==> src/rtl/sdram_arbit_if.sv <==
// ----------------------------------------------------------------------------
// sdram_arbit_if
// Bundle of every signal between the SDRAM command-bus arbiter and the
// world around it: the init / auto-refresh / write / read sub-modules on one
// side and the SDRAM pins on the other.
//
// Handshake (one rule for all three requesters):
//   - A requester raises *_req and holds it until its *_en goes high.
//   - *_en is high for exactly as long as the requester owns the bus.
//   - The requester pulses *_end in the last cycle of its ownership; the
//     arbiter drops *_en after that edge and drives one NOP cycle before
//     the next owner can be granted.
//
// Modports:
//   slave  - arbiter side (requests/buses in, grants/pins out)
//   master - requester/pin side, used by whatever drives the arbiter
// ----------------------------------------------------------------------------
interface sdram_arbit_if;
    // init module
    logic        init_end;
    logic [3:0]  init_cmd;
    logic [1:0]  init_ba;
    logic [12:0] init_addr;

    // auto-refresh module
    logic        aref_req;
    logic        aref_end;
    logic [3:0]  aref_cmd;
    logic [1:0]  aref_ba;
    logic [12:0] aref_addr;
    logic        aref_en;

    // write module
    logic        wr_req;
    logic        wr_end;
    logic [3:0]  wr_cmd;
    logic [1:0]  wr_ba;
    logic [12:0] wr_addr;
    logic        wr_sdram_en;
    logic [15:0] wr_data;
    logic        wr_en;

    // read module
    logic        rd_req;
    logic        rd_end;
    logic [3:0]  rd_cmd;
    logic [1:0]  rd_ba;
    logic [12:0] rd_addr;
    logic        rd_en;

    // SDRAM pins
    logic        sdram_cke;
    logic        sdram_cs_n;
    logic        sdram_ras_n;
    logic        sdram_cas_n;
    logic        sdram_we_n;
    logic [1:0]  sdram_ba;
    logic [12:0] sdram_addr;
    logic [15:0] sdram_dq_out;
    logic        sdram_dq_oe;

    modport slave (
        input  init_end, init_cmd, init_ba, init_addr,
        input  aref_req, aref_end, aref_cmd, aref_ba, aref_addr,
        input  wr_req, wr_end, wr_cmd, wr_ba, wr_addr, wr_sdram_en, wr_data,
        input  rd_req, rd_end, rd_cmd, rd_ba, rd_addr,
        output aref_en, wr_en, rd_en,
        output sdram_cke, sdram_cs_n, sdram_ras_n, sdram_cas_n, sdram_we_n,
        output sdram_ba, sdram_addr, sdram_dq_out, sdram_dq_oe
    );

    modport master (
        output init_end, init_cmd, init_ba, init_addr,
        output aref_req, aref_end, aref_cmd, aref_ba, aref_addr,
        output wr_req, wr_end, wr_cmd, wr_ba, wr_addr, wr_sdram_en, wr_data,
        output rd_req, rd_end, rd_cmd, rd_ba, rd_addr,
        input  aref_en, wr_en, rd_en,
        input  sdram_cke, sdram_cs_n, sdram_ras_n, sdram_cas_n, sdram_we_n,
        input  sdram_ba, sdram_addr, sdram_dq_out, sdram_dq_oe
    );
endinterface

==> src/rtl/sdram_arbit.sv <==
// ----------------------------------------------------------------------------
// sdram_arbit
// Command-bus arbiter for the SDRAM controller. Grants the single
// command/address/DQ bus to one of refresh, write or read at a time.
// Priority is refresh > write > read, except that after RD_STARVE_MAX
// consecutive write grants taken while a read was waiting, read outranks
// write once.
//
// Ports:
//   clk            controller clock (single domain)
//   rstn           asynchronous active-low reset
//   bus            sdram_arbit_if.slave: requester buses, grants, SDRAM pins
//   dbg_state      current FSM state (IDLE=0, ARBIT=1, AREF=2, WRITE=3, READ=4)
//   dbg_starve_cnt current read-starvation counter
// ----------------------------------------------------------------------------
module sdram_arbit #(
    parameter int         RD_STARVE_MAX = 4,
    parameter logic [3:0] CMD_NOP       = 4'b0111
) (
    input  logic                clk,
    input  logic                rstn,
    sdram_arbit_if.slave        bus,
    output logic [2:0]          dbg_state,
    output logic [3:0]          dbg_starve_cnt
);

    typedef enum logic [2:0] {
        IDLE  = 3'd0,
        ARBIT = 3'd1,
        AREF  = 3'd2,
        WRITE = 3'd3,
        READ  = 3'd4
    } state_t;

    localparam logic [3:0] STARVE_MAX = 4'(RD_STARVE_MAX);

    state_t      state;
    state_t      next_state;
    logic [3:0]  starve_cnt;

    logic [3:0]  mux_cmd;
    logic [1:0]  mux_ba;
    logic [12:0] mux_addr;

    // ------------------------------------------------------------------
    // State register
    // ------------------------------------------------------------------
    always_ff @(posedge clk or negedge rstn) begin
        if (!rstn) begin
            state <= IDLE;
        end else begin
            state <= next_state;
        end
    end

    // ------------------------------------------------------------------
    // Next-state logic
    // ------------------------------------------------------------------
    always_comb begin
        next_state = state;
        case (state)
            IDLE: begin
                if (bus.init_end) begin
                    next_state = ARBIT;
                end
            end
            ARBIT: begin
                // Starvation override only reorders write vs read; a
                // pending refresh still wins.
                if (bus.aref_req) begin
                    next_state = AREF;
                end else if (bus.rd_req && (starve_cnt == STARVE_MAX)) begin
                    next_state = READ;
                end else if (bus.wr_req) begin
                    next_state = WRITE;
                end else if (bus.rd_req) begin
                    next_state = READ;
                end
            end
            AREF: begin
                if (bus.aref_end) begin
                    next_state = ARBIT;
                end
            end
            WRITE: begin
                if (bus.wr_end) begin
                    next_state = ARBIT;
                end
            end
            READ: begin
                if (bus.rd_end) begin
                    next_state = ARBIT;
                end
            end
            default: begin
                next_state = IDLE;
            end
        endcase
    end

    // ------------------------------------------------------------------
    // Read-starvation counter: counts write grants handed out while a read
    // was pending. It only moves on decisions taken in ARBIT, so it is
    // stable for the whole of every grant.
    // ------------------------------------------------------------------
    always_ff @(posedge clk or negedge rstn) begin
        if (!rstn) begin
            starve_cnt <= 4'd0;
        end else if (state == ARBIT) begin
            if (!bus.rd_req) begin
                starve_cnt <= 4'd0;
            end else if (next_state == READ) begin
                starve_cnt <= 4'd0;
            end else if (next_state == WRITE) begin
                if (starve_cnt < STARVE_MAX) begin
                    starve_cnt <= starve_cnt + 4'd1;
                end
            end
        end
    end

    // ------------------------------------------------------------------
    // Grants are decoded straight from the registered state so they drop
    // together with it on an asynchronous reset.
    // ------------------------------------------------------------------
    assign bus.aref_en = (state == AREF);
    assign bus.wr_en   = (state == WRITE);
    assign bus.rd_en   = (state == READ);

    // ------------------------------------------------------------------
    // Command / bank / address mux
    // ------------------------------------------------------------------
    always_comb begin
        mux_cmd  = bus.init_cmd;
        mux_ba   = bus.init_ba;
        mux_addr = bus.init_addr;
        case (state)
            IDLE: begin
                mux_cmd  = bus.init_cmd;
                mux_ba   = bus.init_ba;
                mux_addr = bus.init_addr;
            end
            ARBIT: begin
                mux_cmd  = CMD_NOP;
                mux_ba   = 2'b11;
                mux_addr = 13'h1fff;
            end
            AREF: begin
                mux_cmd  = bus.aref_cmd;
                mux_ba   = bus.aref_ba;
                mux_addr = bus.aref_addr;
            end
            WRITE: begin
                mux_cmd  = bus.wr_cmd;
                mux_ba   = bus.wr_ba;
                mux_addr = bus.wr_addr;
            end
            READ: begin
                mux_cmd  = bus.rd_cmd;
                mux_ba   = bus.rd_ba;
                mux_addr = bus.rd_addr;
            end
            default: begin
                mux_cmd  = bus.init_cmd;
                mux_ba   = bus.init_ba;
                mux_addr = bus.init_addr;
            end
        endcase
    end

    assign bus.sdram_cke   = 1'b1;
    assign bus.sdram_cs_n  = mux_cmd[3];
    assign bus.sdram_ras_n = mux_cmd[2];
    assign bus.sdram_cas_n = mux_cmd[1];
    assign bus.sdram_we_n  = mux_cmd[0];
    assign bus.sdram_ba    = mux_ba;
    assign bus.sdram_addr  = mux_addr;

    // DQ is only driven while the write module owns the bus and asks for
    // it; the output data is forced to zero otherwise to keep the pads quiet.
    assign bus.sdram_dq_oe  = bus.wr_sdram_en && (state == WRITE);
    assign bus.sdram_dq_out = bus.sdram_dq_oe ? bus.wr_data : 16'h0000;

    assign dbg_state      = state;
    assign dbg_starve_cnt = starve_cnt;

endmodule

==> src/flat_wrapper.sv <==
// flat-port wrapper written by rule: the top's interface ports become plain ports
module sdram_arbit_flat 
#(
    parameter int         RD_STARVE_MAX = 4,
    parameter logic [3:0] CMD_NOP       = 4'b0111
)
  (clk, rstn, dbg_state, dbg_starve_cnt, bus_init_end, bus_init_cmd, bus_init_ba, bus_init_addr, bus_aref_req, bus_aref_end, bus_aref_cmd, bus_aref_ba, bus_aref_addr, bus_wr_req, bus_wr_end, bus_wr_cmd, bus_wr_ba, bus_wr_addr, bus_wr_sdram_en, bus_wr_data, bus_rd_req, bus_rd_end, bus_rd_cmd, bus_rd_ba, bus_rd_addr, bus_aref_en, bus_wr_en, bus_rd_en, bus_sdram_cke, bus_sdram_cs_n, bus_sdram_ras_n, bus_sdram_cas_n, bus_sdram_we_n, bus_sdram_ba, bus_sdram_addr, bus_sdram_dq_out, bus_sdram_dq_oe);
  sdram_arbit_if bus_i ();
  input  logic clk;
  input  logic rstn;
  output logic [2:0] dbg_state;
  output logic [3:0] dbg_starve_cnt;
  input wire logic [$bits(bus_i.init_end)-1:0] bus_init_end;
  input wire logic [$bits(bus_i.init_cmd)-1:0] bus_init_cmd;
  input wire logic [$bits(bus_i.init_ba)-1:0] bus_init_ba;
  input wire logic [$bits(bus_i.init_addr)-1:0] bus_init_addr;
  input wire logic [$bits(bus_i.aref_req)-1:0] bus_aref_req;
  input wire logic [$bits(bus_i.aref_end)-1:0] bus_aref_end;
  input wire logic [$bits(bus_i.aref_cmd)-1:0] bus_aref_cmd;
  input wire logic [$bits(bus_i.aref_ba)-1:0] bus_aref_ba;
  input wire logic [$bits(bus_i.aref_addr)-1:0] bus_aref_addr;
  input wire logic [$bits(bus_i.wr_req)-1:0] bus_wr_req;
  input wire logic [$bits(bus_i.wr_end)-1:0] bus_wr_end;
  input wire logic [$bits(bus_i.wr_cmd)-1:0] bus_wr_cmd;
  input wire logic [$bits(bus_i.wr_ba)-1:0] bus_wr_ba;
  input wire logic [$bits(bus_i.wr_addr)-1:0] bus_wr_addr;
  input wire logic [$bits(bus_i.wr_sdram_en)-1:0] bus_wr_sdram_en;
  input wire logic [$bits(bus_i.wr_data)-1:0] bus_wr_data;
  input wire logic [$bits(bus_i.rd_req)-1:0] bus_rd_req;
  input wire logic [$bits(bus_i.rd_end)-1:0] bus_rd_end;
  input wire logic [$bits(bus_i.rd_cmd)-1:0] bus_rd_cmd;
  input wire logic [$bits(bus_i.rd_ba)-1:0] bus_rd_ba;
  input wire logic [$bits(bus_i.rd_addr)-1:0] bus_rd_addr;
  output wire logic [$bits(bus_i.aref_en)-1:0] bus_aref_en;
  output wire logic [$bits(bus_i.wr_en)-1:0] bus_wr_en;
  output wire logic [$bits(bus_i.rd_en)-1:0] bus_rd_en;
  output wire logic [$bits(bus_i.sdram_cke)-1:0] bus_sdram_cke;
  output wire logic [$bits(bus_i.sdram_cs_n)-1:0] bus_sdram_cs_n;
  output wire logic [$bits(bus_i.sdram_ras_n)-1:0] bus_sdram_ras_n;
  output wire logic [$bits(bus_i.sdram_cas_n)-1:0] bus_sdram_cas_n;
  output wire logic [$bits(bus_i.sdram_we_n)-1:0] bus_sdram_we_n;
  output wire logic [$bits(bus_i.sdram_ba)-1:0] bus_sdram_ba;
  output wire logic [$bits(bus_i.sdram_addr)-1:0] bus_sdram_addr;
  output wire logic [$bits(bus_i.sdram_dq_out)-1:0] bus_sdram_dq_out;
  output wire logic [$bits(bus_i.sdram_dq_oe)-1:0] bus_sdram_dq_oe;
  assign bus_i.init_end = bus_init_end;
  assign bus_i.init_cmd = bus_init_cmd;
  assign bus_i.init_ba = bus_init_ba;
  assign bus_i.init_addr = bus_init_addr;
  assign bus_i.aref_req = bus_aref_req;
  assign bus_i.aref_end = bus_aref_end;
  assign bus_i.aref_cmd = bus_aref_cmd;
  assign bus_i.aref_ba = bus_aref_ba;
  assign bus_i.aref_addr = bus_aref_addr;
  assign bus_i.wr_req = bus_wr_req;
  assign bus_i.wr_end = bus_wr_end;
  assign bus_i.wr_cmd = bus_wr_cmd;
  assign bus_i.wr_ba = bus_wr_ba;
  assign bus_i.wr_addr = bus_wr_addr;
  assign bus_i.wr_sdram_en = bus_wr_sdram_en;
  assign bus_i.wr_data = bus_wr_data;
  assign bus_i.rd_req = bus_rd_req;
  assign bus_i.rd_end = bus_rd_end;
  assign bus_i.rd_cmd = bus_rd_cmd;
  assign bus_i.rd_ba = bus_rd_ba;
  assign bus_i.rd_addr = bus_rd_addr;
  assign bus_aref_en = bus_i.aref_en;
  assign bus_wr_en = bus_i.wr_en;
  assign bus_rd_en = bus_i.rd_en;
  assign bus_sdram_cke = bus_i.sdram_cke;
  assign bus_sdram_cs_n = bus_i.sdram_cs_n;
  assign bus_sdram_ras_n = bus_i.sdram_ras_n;
  assign bus_sdram_cas_n = bus_i.sdram_cas_n;
  assign bus_sdram_we_n = bus_i.sdram_we_n;
  assign bus_sdram_ba = bus_i.sdram_ba;
  assign bus_sdram_addr = bus_i.sdram_addr;
  assign bus_sdram_dq_out = bus_i.sdram_dq_out;
  assign bus_sdram_dq_oe = bus_i.sdram_dq_oe;
  sdram_arbit #(.RD_STARVE_MAX(RD_STARVE_MAX), .CMD_NOP(CMD_NOP)) u_core (.clk(clk), .rstn(rstn), .bus(bus_i), .dbg_state(dbg_state), .dbg_starve_cnt(dbg_starve_cnt));
endmodule
==> config.mk <==
export PLATFORM = sky130hd
export DESIGN_NAME = sdram_arbit_flat
export DESIGN_NICKNAME = d
export VERILOG_FILES = /design/src/rtl/sdram_arbit_if.sv /design/src/rtl/sdram_arbit.sv /design/src/flat_wrapper.sv
export SDC_FILE = /design/constraint.sdc
export NUM_CORES = 1
export LEC_CHECK = 0
export CAP_MARGIN = 30
export CORE_MARGIN = 10
export CORE_UTILIZATION = 31
export CTS_CLUSTER_DIAMETER = 80
export DETAILED_ROUTE_END_ITERATION = 8
export MAX_ROUTING_LAYER = met4
export PLACE_DENSITY = 0.87
export SYNTH_ARGS = -nofsm -noshare
export SYNTH_HDL_FRONTEND = slang
export SYNTH_SLANG_ARGS = --single-unit
==> constraint.sdc <==
create_clock -name clk -period 3.8 [get_ports clk]
set_input_delay 0.57 -clock clk [delete_from_list [all_inputs] [get_ports clk]]
set_output_delay 0.57 -clock clk [all_outputs]
set_load 0.05 [all_outputs]
==> results.toml <==
[sta]
fin_skew_ns = 0.00271
fmax_mhz = 362
worst_pin_slew_ns = 0.689
final.min_clock_period_ns = 2.76
period_share_pct = 72.7
fin_tns_setup_ns = 0
setup_viol = 0
max_slew_margin_pct = 54.0
rsz0062_at_grt = "false"
finalHoldViolations = 0
slew_violations = 0

[logic_synthesis]
yosysTopAreaCell = "mux2i_1"
ys_ff_latch = 7
syn_nets = 314
syn_inst = 210
netlist_area_mm2 = 0.00140
yosysTopAreaCellShare_pct = 16.4
yosysWarnings = 0
ys_seq_area_share_pct = 12.5
synth_area_per_cell_um2 = 6.67
yosysUniqueCellTypes = 32
synth_area_leaders = "mux2i_1 (16%), dfrtp_1 (13%), o211ai_1 (9.6%), o21ai_0 (8.9%), or3_1 (8.5%)"

[finish]
fin_nets = 449
syn2layout_area_growth_pct = 102
drive_gt1_share_pct = 13.7
final_area_mm2 = 0.00283
n_antenna_cell = 0

[worst_setup_path]
required_ns = 3.23
cp.arrival_ns = 2.19
worstPathCellList = "nand2b_1 > nor2_1 > buf_4 > clkdlybuf4s50_1"
crit_type = "flop to output port"
crit_slowest_cell = "clkdlybuf4s50_1"
cpPeakStageDelay_ns = 0.84
path_delay_family = "buffers and inverters"
start_kind = "flop"
end_kind = "output port"
worst-path-buf-inv = 2
crit_fanout = 18

[drt]
drt-initial-drc-count = 75
postRouteAntennaNets = 0
dr_total_vias = 2083
post_drt_wl_per_cell_um = 18.0
vias_per_cell = 5.26
drc = 0
wl_um = 7150
dr.pass1.iters = 4

[placed_design]
place_congestion = 0.900
portBuffers = 147
dp_hpwl_um = 5880
placed_cell_area_mm2 = 0.00279

[die]
core_mm2 = 0.00435
fp.dieW_um = 87.2
die_height_um = 87.2
ios = 149
start_util_pct = 32.2
rows = 24
die-area_mm2 = 0.00761

[power]
ir_drop_mv = 0.407
power_density_mw_per_mm2 = 693
total_power_mw = 1.96
p_leak_nw = 1.21

[grt]
antenna_found_initial = 0
grt_remaining_overflow = 0
grt_first_pass_wirelength_um = 10700
track_usage_pct = 17.6
grt_pass1_vias = 2074
grt_max_degree = 47

[cts]
clk_latency_ns = 0.23
postCtsHoldBufs = 0
root_buffer = "clkbuf_8"
tritoncts = "done"
cts_sinks = 7
numCtsBuffers = 3
cts_buffer_depth = 2
cts_setup_buffers = 0
cts.repair.resized = 0
clkTransAtPathRegs_ns = 0.04
htreeDepth = 1

[flow_run]
maxCapViolations = 0

[status]
status = "completed"

[worst_hold_path]
min_path_type = "flop to flop"
tightest hold or removal path: stages (launching register included):
cell and delay (ns):
dfrtp_1 0.39, nand2_1 0.07, nand2_1 0.06
per-layer routing:
layer	share of wire [%]	global-route usage [%]	up-vias
met4	1.0	3.91	0
met2	52	32.1	95
met3	8.4	3.00	6
met5	0	-	-
met1	38	19.3	952
li1	-	-	1030
stage by stage:
stage / hold WS, ns / util [%] / setup WS [ns] / cells
3_5_place_dp: 0.542 / 64.0 / 1.28 / 392
2_1_floorplan: 0.274 / - / 0.844 / 210
3_3_place_gp: 0.530 / 64.0 / 1.33 / 392
5_1_grt: 0.609 / 65.1 / 0.865 / 396
6_report: 0.550 / 65.1 / 1.04 / 396
4_1_cts: 0.550 / 65.1 / 1.04 / 396
Yosys cell counts:
library cell  instances
nand2_1              26
o21ai_0              25
mux2i_1              23
or3_1                19
o211ai_1             18
and3_1               16
o21ai_1              14
clkbuf_1             13
nor2_1                9
dfrtp_1               7
buf_2                 6
inv_1                 4
nand2b_1              4
a21oi_1               3
and2_1                3
a31oi_1               2
buf_6                 2
ha_1                  2
a2111oi_1             1
a211o_1               1
a311oi_1              1
a32oi_1               1
buf_4                 1
conb_1                1
nand3_1               1
nand3b_1              1
nor2b_2               1
nor3_1                1
nor3b_1               1
o22a_1                1
o22ai_1               1
or2_1                 1
layout by cell type, fill, tap and decap left out, drive strengths merged, types with 4 or more instances in the layout:
master / instances
and3: 16
buf: 42
clkbuf: 4
clkdlybuf4s50: 110
dfrtp: 7
inv: 4
mux2i: 23
nand2: 26
nand2b: 4
nor2: 9
o211ai: 18
o21ai: 39
or3: 19
flip-flops by register name, summed over array words and instances, names as in the netlist:
name and flops:
u_core.dbg_starve_cnt 4, u_core.dbg_state 3
final cells by class:
type	count	area, µm²
Inverter	4	15.0
Clock buffer	4	45.0
Timing Repair Buffer	152	1430
Fill cell	398	1520
Sequential cell	7	176
Multi-Input combinational cell	177	1100
Tap cell	52	65.1
kinds of logic after synthesis:
family | after synthesis | synth area share [%]
adder cells (fa/ha/maj) | 2 | 1.79
buffers and inverters | 26 | 8.84
flip-flops | 7 | 12.5
AO/OA/AOI/OAI | 68 | 29.2
AND/OR/NAND/NOR | 83 | 31.0
multiplexers | 23 | 16.4
other | 1 | 0.268
final timing paths:
| path | startpoint | end | slack, ns | cells past startpoint |
|---|---|---|---|---|
| setup / recovery | u_core.dbg_state[1]$_DFF_PN0_ | bus_wr_en | 1.04 | 4 |
| hold / removal | u_core.dbg_starve_cnt[2]$_DFFE_PN0P_ | u_core.dbg_starve_cnt[2]$_DFFE_PN0P_ | 0.55 | 2 |
| setup reg to reg | u_core.dbg_state[1]$_DFF_PN0_ | u_core.dbg_starve_cnt[0]$_DFFE_PN0P_ | 1.67 | 5 |
| hold reg to reg | u_core.dbg_starve_cnt[2]$_DFFE_PN0P_ | u_core.dbg_starve_cnt[2]$_DFFE_PN0P_ | 0.55 | 2 |
| max in group asynchronous | rstn | u_core.dbg_state[0]$_DFF_PN0_ | 2.93 | 1 |
| min in group asynchronous | rstn | u_core.dbg_starve_cnt[3]$_DFFE_PN0P_ | 0.60 | 1 |
report_power, final:
| part | leakage, nW | internal, mW | switching, mW | total, mW |
|---|---|---|---|---|
| Clock | 0.0228 | 0.0726 | 0.0326 | 0.105 |
| Sequential | 0.0920 | 0.0957 | 0.0633 | 0.159 |
| Combinational | 1.10 | 0.584 | 1.11 | 1.70 |
| Total | 1.21 | 0.753 | 1.21 | 1.96 |
Note: power is estimated with default switching activity, not from simulation.
